[config.mk]
export PLATFORM = sky130hd
export DESIGN_NAME = data_memory_arbiter
export DESIGN_NICKNAME = d
export VERILOG_FILES = /design/src/rtl/data_memory_arbiter.sv
export SDC_FILE = /design/constraint.sdc
export NUM_CORES = 1
export LEC_CHECK = 0
export ABC_AREA = 1
export CAP_MARGIN = 25
export CORE_ASPECT_RATIO = 0.7
export CORE_MARGIN = 10
export CORE_UTILIZATION = 43
export CTS_CLUSTER_SIZE = 8
export DETAILED_ROUTE_END_ITERATION = 16
export DONT_BUFFER_PORTS = 1
export SYNTH_ARGS = -nofsm -noshare
export SYNTH_HDL_FRONTEND = slang
export SYNTH_SLANG_ARGS = --single-unit
[constraint.sdc]
create_clock -name clk -period 1.9 [get_ports clk]
set_input_delay 0.475 -clock clk [delete_from_list [all_inputs] [get_ports clk]]
set_output_delay 0.475 -clock clk [all_outputs]
set_load 0.05 [all_outputs]
[src/rtl/data_memory_arbiter.sv]
// data_memory_arbiter: shares one synchronous data memory between two requesters
// (A: datapath, B: debug/loader) and owns a zero-fill clear sequencer.
// Ports:
//   clk, rst                      clock, synchronous active-high reset
//   i_{a,b}_req/we/addr/wdata     requests, held stable until granted
//   o_{a,b}_gnt                   combinational accept (req & gnt at an edge = transfer)
//   o_{a,b}_rvalid/rdata          read return, two cycles after acceptance
//   i_clr_start, o_clr_busy/done  clear sweep control and status
//   o_mem_we/addr/wdata           registered memory pins; i_mem_rdata read data
module data_memory_arbiter #(
  parameter int unsigned ADDR_W = 8,
  parameter int unsigned DATA_W = 9,
  parameter int unsigned DEPTH  = 128
) (
  input  logic              clk,
  input  logic              rst,
  input  logic              i_a_req,
  input  logic              i_a_we,
  input  logic [ADDR_W-1:0] i_a_addr,
  input  logic [DATA_W-1:0] i_a_wdata,
  output logic              o_a_gnt,
  output logic              o_a_rvalid,
  output logic [DATA_W-1:0] o_a_rdata,
  input  logic              i_b_req,
  input  logic              i_b_we,
  input  logic [ADDR_W-1:0] i_b_addr,
  input  logic [DATA_W-1:0] i_b_wdata,
  output logic              o_b_gnt,
  output logic              o_b_rvalid,
  output logic [DATA_W-1:0] o_b_rdata,
  input  logic              i_clr_start,
  output logic              o_clr_busy,
  output logic              o_clr_done,
  output logic              o_mem_we,
  output logic [ADDR_W-1:0] o_mem_addr,
  output logic [DATA_W-1:0] o_mem_wdata,
  input  logic [DATA_W-1:0] i_mem_rdata
);

  // DEPTH is a power of two, so the mask folds addresses modulo DEPTH
  localparam logic [ADDR_W-1:0] ADDR_MASK = ADDR_W'(DEPTH - 1);
  localparam logic [ADDR_W-1:0] LAST_ADDR = ADDR_W'(DEPTH - 1);

  typedef enum logic {
    S_IDLE  = 1'b0,
    S_CLEAR = 1'b1
  } state_t;

  state_t              r_state;
  logic [ADDR_W-1:0]   r_cnt;
  logic                r_last_b;     // 1: last accepted transfer was B's
  logic                r_mem_we;
  logic [ADDR_W-1:0]   r_mem_addr;
  logic [DATA_W-1:0]   r_mem_wdata;
  logic                r_clr_done;
  logic                r_tag_vld;    // read tag stage 1: valid + requester id
  logic                r_tag_id;
  logic                r_a_rvalid;   // read tag stage 2, decoded per requester
  logic                r_b_rvalid;

  state_t              w_state_nxt;
  logic [ADDR_W-1:0]   w_cnt_nxt;
  logic                w_last_b_nxt;
  logic                w_mem_we_nxt;
  logic [ADDR_W-1:0]   w_mem_addr_nxt;
  logic [DATA_W-1:0]   w_mem_wdata_nxt;
  logic                w_clr_done_nxt;
  logic                w_tag_vld_nxt;
  logic                w_tag_id_nxt;
  logic                w_a_gnt;
  logic                w_b_gnt;

  // Next-state, arbitration and memory-pin selection
  always_comb begin
    w_state_nxt     = r_state;
    w_cnt_nxt       = r_cnt;
    w_last_b_nxt    = r_last_b;
    w_mem_we_nxt    = 1'b0;
    w_mem_addr_nxt  = r_mem_addr;
    w_mem_wdata_nxt = r_mem_wdata;
    w_clr_done_nxt  = 1'b0;
    w_tag_vld_nxt   = 1'b0;
    w_tag_id_nxt    = r_tag_id;
    w_a_gnt         = 1'b0;
    w_b_gnt         = 1'b0;

    if (r_state == S_IDLE) begin
      if (i_clr_start) begin
        // First clear write goes out on the same edge that enters CLEAR
        w_state_nxt     = S_CLEAR;
        w_cnt_nxt       = '0;
        w_mem_we_nxt    = 1'b1;
        w_mem_addr_nxt  = '0;
        w_mem_wdata_nxt = '0;
      end else begin
        // Round-robin on a tie: the requester not granted last wins
        w_a_gnt = i_a_req & (~i_b_req | r_last_b);
        w_b_gnt = i_b_req & (~i_a_req | ~r_last_b);
        if (w_a_gnt) begin
          w_mem_we_nxt    = i_a_we;
          w_mem_addr_nxt  = i_a_addr & ADDR_MASK;
          w_mem_wdata_nxt = i_a_wdata;
          w_last_b_nxt    = 1'b0;
          w_tag_vld_nxt   = ~i_a_we;
          w_tag_id_nxt    = 1'b0;
        end else if (w_b_gnt) begin
          w_mem_we_nxt    = i_b_we;
          w_mem_addr_nxt  = i_b_addr & ADDR_MASK;
          w_mem_wdata_nxt = i_b_wdata;
          w_last_b_nxt    = 1'b1;
          w_tag_vld_nxt   = ~i_b_we;
          w_tag_id_nxt    = 1'b1;
        end
      end
    end else begin
      // r_cnt is the address currently on the memory pins
      if (r_cnt == LAST_ADDR) begin
        w_state_nxt    = S_IDLE;
        w_clr_done_nxt = 1'b1;
      end else begin
        w_cnt_nxt       = r_cnt + ADDR_W'(1);
        w_mem_we_nxt    = 1'b1;
        w_mem_addr_nxt  = r_cnt + ADDR_W'(1);
        w_mem_wdata_nxt = '0;
      end
    end
  end

  // State and output registers
  always_ff @(posedge clk) begin
    if (rst) begin
      r_state     <= S_IDLE;
      r_cnt       <= '0;
      r_last_b    <= 1'b1;
      r_mem_we    <= 1'b0;
      r_mem_addr  <= '0;
      r_mem_wdata <= '0;
      r_clr_done  <= 1'b0;
      r_tag_vld   <= 1'b0;
      r_tag_id    <= 1'b0;
      r_a_rvalid  <= 1'b0;
      r_b_rvalid  <= 1'b0;
    end else begin
      r_state     <= w_state_nxt;
      r_cnt       <= w_cnt_nxt;
      r_last_b    <= w_last_b_nxt;
      r_mem_we    <= w_mem_we_nxt;
      r_mem_addr  <= w_mem_addr_nxt;
      r_mem_wdata <= w_mem_wdata_nxt;
      r_clr_done  <= w_clr_done_nxt;
      r_tag_vld   <= w_tag_vld_nxt;
      r_tag_id    <= w_tag_id_nxt;
      r_a_rvalid  <= r_tag_vld & ~r_tag_id;
      r_b_rvalid  <= r_tag_vld & r_tag_id;
    end
  end

  assign o_a_gnt     = w_a_gnt & ~rst;
  assign o_b_gnt     = w_b_gnt & ~rst;
  assign o_a_rvalid  = r_a_rvalid;
  assign o_b_rvalid  = r_b_rvalid;
  assign o_a_rdata   = i_mem_rdata;
  assign o_b_rdata   = i_mem_rdata;
  assign o_clr_busy  = (r_state == S_CLEAR);
  assign o_clr_done  = r_clr_done;
  assign o_mem_we    = r_mem_we;
  assign o_mem_addr  = r_mem_addr;
  assign o_mem_wdata = r_mem_wdata;

endmodule

== Yosys cells after proc, flatten, opt, wreduce, memory -nomap -nowiden ==
Cells that the tools add are included.
W data, S select, Z words.

* Bits in registers: 33
* Bits of input ports: 50
* Output and inout bits: 42

* $add $sub $neg: 1
* Eq/ne operators: 2
* Mux-type cells: 28
* Bitwise logic cells: 17
* Reductions and logical operators: 8

{| class="wikitable"
|+ Operator list
! operator !! count
|-
| $mux W8 || 7
|-
| $mux W9 || 5
|-
| $mux W1 || 16
|-
| $not A1 Y1 || 9
|-
| $add A8 B1 Y8 const B || 1
|-
| $eq A8 B7 Y1 const B || 1
|-
| $and A1 B1 Y1 || 6
|-
| $reduce_and A2 Y1 || 2
|-
| $reduce_bool A2 Y1 || 2
|-
| $reduce_bool A4 Y1 || 1
|-
| $reduce_and A3 Y1 || 1
|-
| $reduce_or A3 Y1 || 1
|-
| $ne A2 B2 Y1 const B || 1
|-
| $or A1 B1 Y1 || 2
|-
| $reduce_or A2 Y1 || 1
|}

== Depth between registers and ports, before layout ==
* Depth in word-level cells: 7
* Mapped depth: 10
* Mapped depth without buffers: 9

== Worst setup path after synthesis ==
Ideal clock, no wire load.

* Path type: register -> output
* From: register r_state (netlist: o_clr_busy)
* To: output port o_a_gnt
* Data arrival time: 1.706 ns
* Data required time: 1.425 ns
* Setup slack: -0.281 ns
* Stages on the path, launching flop included: 6
* Cell sequence: dfxtp_1 -> buf_6 -> nor2_4 -> buf_4 -> nand2_2 -> nor2_1

* Cells in the longest elaborated chain, start to end: 2

{| class="wikitable"
|+ RTL lines
! element !! line !! RTL
|-
| from (decl) || 49 || <nowiki>state_t r_state;</nowiki>
|-
| from (signal assigned) || 144 || <nowiki>r_state <= w_state_nxt;</nowiki>
|-
| $mux W1 || 87 || <nowiki>if (r_state == S_IDLE) begin</nowiki>
|-
| $and A1 B1 Y1 || 158 || <nowiki>assign o_a_gnt = w_a_gnt & ~rst;</nowiki>
|-
| to (decl) || 21 || <nowiki>output logic o_a_gnt,</nowiki>
|}

No other way between the ends.

== Final worst setup path ==
Ends and elaborated chain as after synthesis.

==> results.ini <==
[status]
outcome = completed

[synth]
synth_warnings = 0
syn_nets = 356
netlist_area_mm2 = 0.00198
synth.distinct_cells = 26
synthCells = 305
synth-seq-cells = 33
syn_area_per_cell_um2 = 6.48
yosysSeqAreaShare_pct = 33.4

[critical_path]
path_class = reg2out
r2r-end = o_mem_wdata[1]
cp.required_ns = 1.42
cp.arrival_ns = 1.27
reg2reg_depth = 8
crit_path_end_kind = primary output
critical_path.max_fanout = 7
critPathCapture = o_a_gnt
cp-startpoint = o_clr_busy
reg2reg_slack_ns = 0.36
r2r-start = r_cnt[0]
startpoint_type = register

[power]
p_leak_nw = 0.959
power.combinational.fraction_pct = 13.8
irDropWorstVdd_mv = 0.412
swShare_pct = 31.3
p_int_w = 0.00109
power.switching_w = 0.000497
powerDensity_mw_per_mm2 = 806
total_power_w = 0.00159
clkPwrFrac_pct = 33.2
seqPwrFrac_pct = 52.9

[clock_tree]
cts.sinks = 33
root_buffer = clkbuf_8
cts_tree = yes
clk_pin_slew_ns = 0.07
cts_setup_buffers = 0
cts_buffers = 5
cts_hold_buf = 0
clock_path_buffers = 2
ctsResizeCount = 0
htree_levels = 2
clk_latency_ns = 0.28

[floorplan]
ios = 92
die_area_mm2 = 0.00775
rows = 20
die_w_um = 101
die_y_um = 76.7
initial_core_util_pct = 45.1
core_mm2 = 0.00438

[sta]
tightest_slew_ns = 0.552
rsz0062_at_grt = false
fin_crit_ns = 1.74
maxSlewViolCount = 0
tns_ns = 0
hold_violations = 0
slew-limit-headroom_pct = 63.2
fmax_mhz = 573
finalSetupViolCount = 0
fin_ws_ns = 0.156
whs_ns = 0.258
post-route-period-util_pct = 91.8
clock-skew-final_ns = 0.00640

[place]
portBuffers = 0
gp_congestion = 0.803
pre_cts_ws_ns = 0.354
dp_hpwl_mm = 3.63
numPlacedInstances = 338

[grt]
met2_usage_pct = 16.7
overflow = 0
met1_usage_pct = 15.1
gr-usage-met3_pct = 8.24
track_usage_pct = 12.1
gr-max-usage-layer = met2
grt_max_degree = 31
grt_pass1_wl_mm = 7.71
grt_antenna_before_repair = 1
grt_pass1_vias = 1586

[cells_and_area]
final_common_cell = nand2_1
final_cell_count_no_fill = 345
drive_gt1_share_pct = 11.7
insertedDiodeCount = 0
final_cell_mix = nand2_1, inv_1, nor2_1
area_growth_pct = -0.253
fillers = 482
nets = 341

[worst_hold_path]
hp-class = in2reg

[detailed_routing]
drcViolationCount = 0
totalWireLength_mm = 4.75
wl_per_cell_um = 13.8
vias = 1631
dr.pass1.iters = 4
drt-initial-drc-count = 59
routed_via_density = 4.73
ant_nets = 0

[job]
drv_cap = 0

## area by class of cell
class	count	area, µm²	area share, %
inverter	42	160	8.12
timing repair buffer	7	65.1	3.30
clock buffer	7	86.3	4.38
sequential	33	661	33.5
tap	55	68.8	3.49
multi-input combinational	201	931	47.2
## worst max-delay path, cell delays in order, from the launching register on
cell and delay [ns]:
dfxtp_1 0.39, nor2_4 0.19, nand2_2 0.10, nor2_2 0.16, buf_12 0.15
## routing by layer
layer	up-vias	part of all wire [%]
li1	875	-
met3	4	14
met2	53	41
met1	697	44
met5	-	0.15
met4	2	0.29
## stage by stage
step                      util, %  cell area (µm²)
after detailed placement     43.1             1890
final                        45.0             1970
after global routing         45.0             1970
after floorplan                 -             1980
after CTS                    45.0             1970
after global placement       43.1             1890
## worst min path at each step
stage	startpoint	endpoint	slack (ns)	depth (start not counted)
4_1_cts	rst	r_cnt[4]	0.25	1
2_1_floorplan	r_tag_id	o_a_rvalid	0.41	1
3_5_place_dp	r_tag_vld	o_a_rvalid	0.43	2
6_report	rst	r_cnt[4]	0.26	1
5_1_grt	rst	o_clr_done	0.25	1
3_3_place_gp	r_tag_vld	o_a_rvalid	0.43	2
## power by group through the flow
stage | Clock, W | Combinational [W] | Sequential [W]
floorplan | 0 | 0.000288 | 0.000851
global placement | 0 | 0.000218 | 0.000859
detailed placement | 0 | 0.000222 | 0.000859
CTS | 0.000543 | 0.000222 | 0.000844
global route | 0.000581 | 0.000256 | 0.000847
finish | 0.000528 | 0.000220 | 0.000842
## registers in the layout, indices dropped and copies added (netlist names)
name and cells:
o_b_rvalid 1, r_tag_vld 1, o_mem_addr 8, o_mem_wdata 9, r_cnt 8, o_mem_we 1
o_clr_done 1, o_clr_busy 1, r_tag_id 1, r_last_b 1, o_a_rvalid 1
## cells in the mapped netlist
library cell   n  area (µm²)
dfxtp_1       33         661
inv_1         39         146
buf_12         1        20.0
buf_2          4        20.0
buf_1          1        3.75
a21oi_1       18        90.1
buf_6          3        33.8
nand3_2        2        20.0
inv_2          2        7.51
nand2_1       99         372
nor2_4         3        33.8
o32ai_1        1        8.76
nand4_4        1        21.3
nand3_1       15        75.1
nand2_2        5        31.3
ha_1           1        12.5
nor2_2         1        6.26
a31oi_1        1        6.26
buf_4         20         150
o21bai_1       1        7.51
nor2_1        38         143
a21oi_2        3        26.3
o21ai_0        9        45.0
nand2_4        2        22.5
inv_4          1        6.26
o211ai_1       1        7.51
## logic make-up (layout without fill, tap and decap cells)
group	count (synthesis)	after routing	share of synthesized area [%]
DFF	33	33	33.4
and+or+nand+nor	166	166	36.6
AOI/OAI and AO/OA	34	34	9.68
adders and majority gates	1	1	0.633
buffers and inverters	71	56	19.6
No activity file was read; power rests on OpenSTA's default activity.
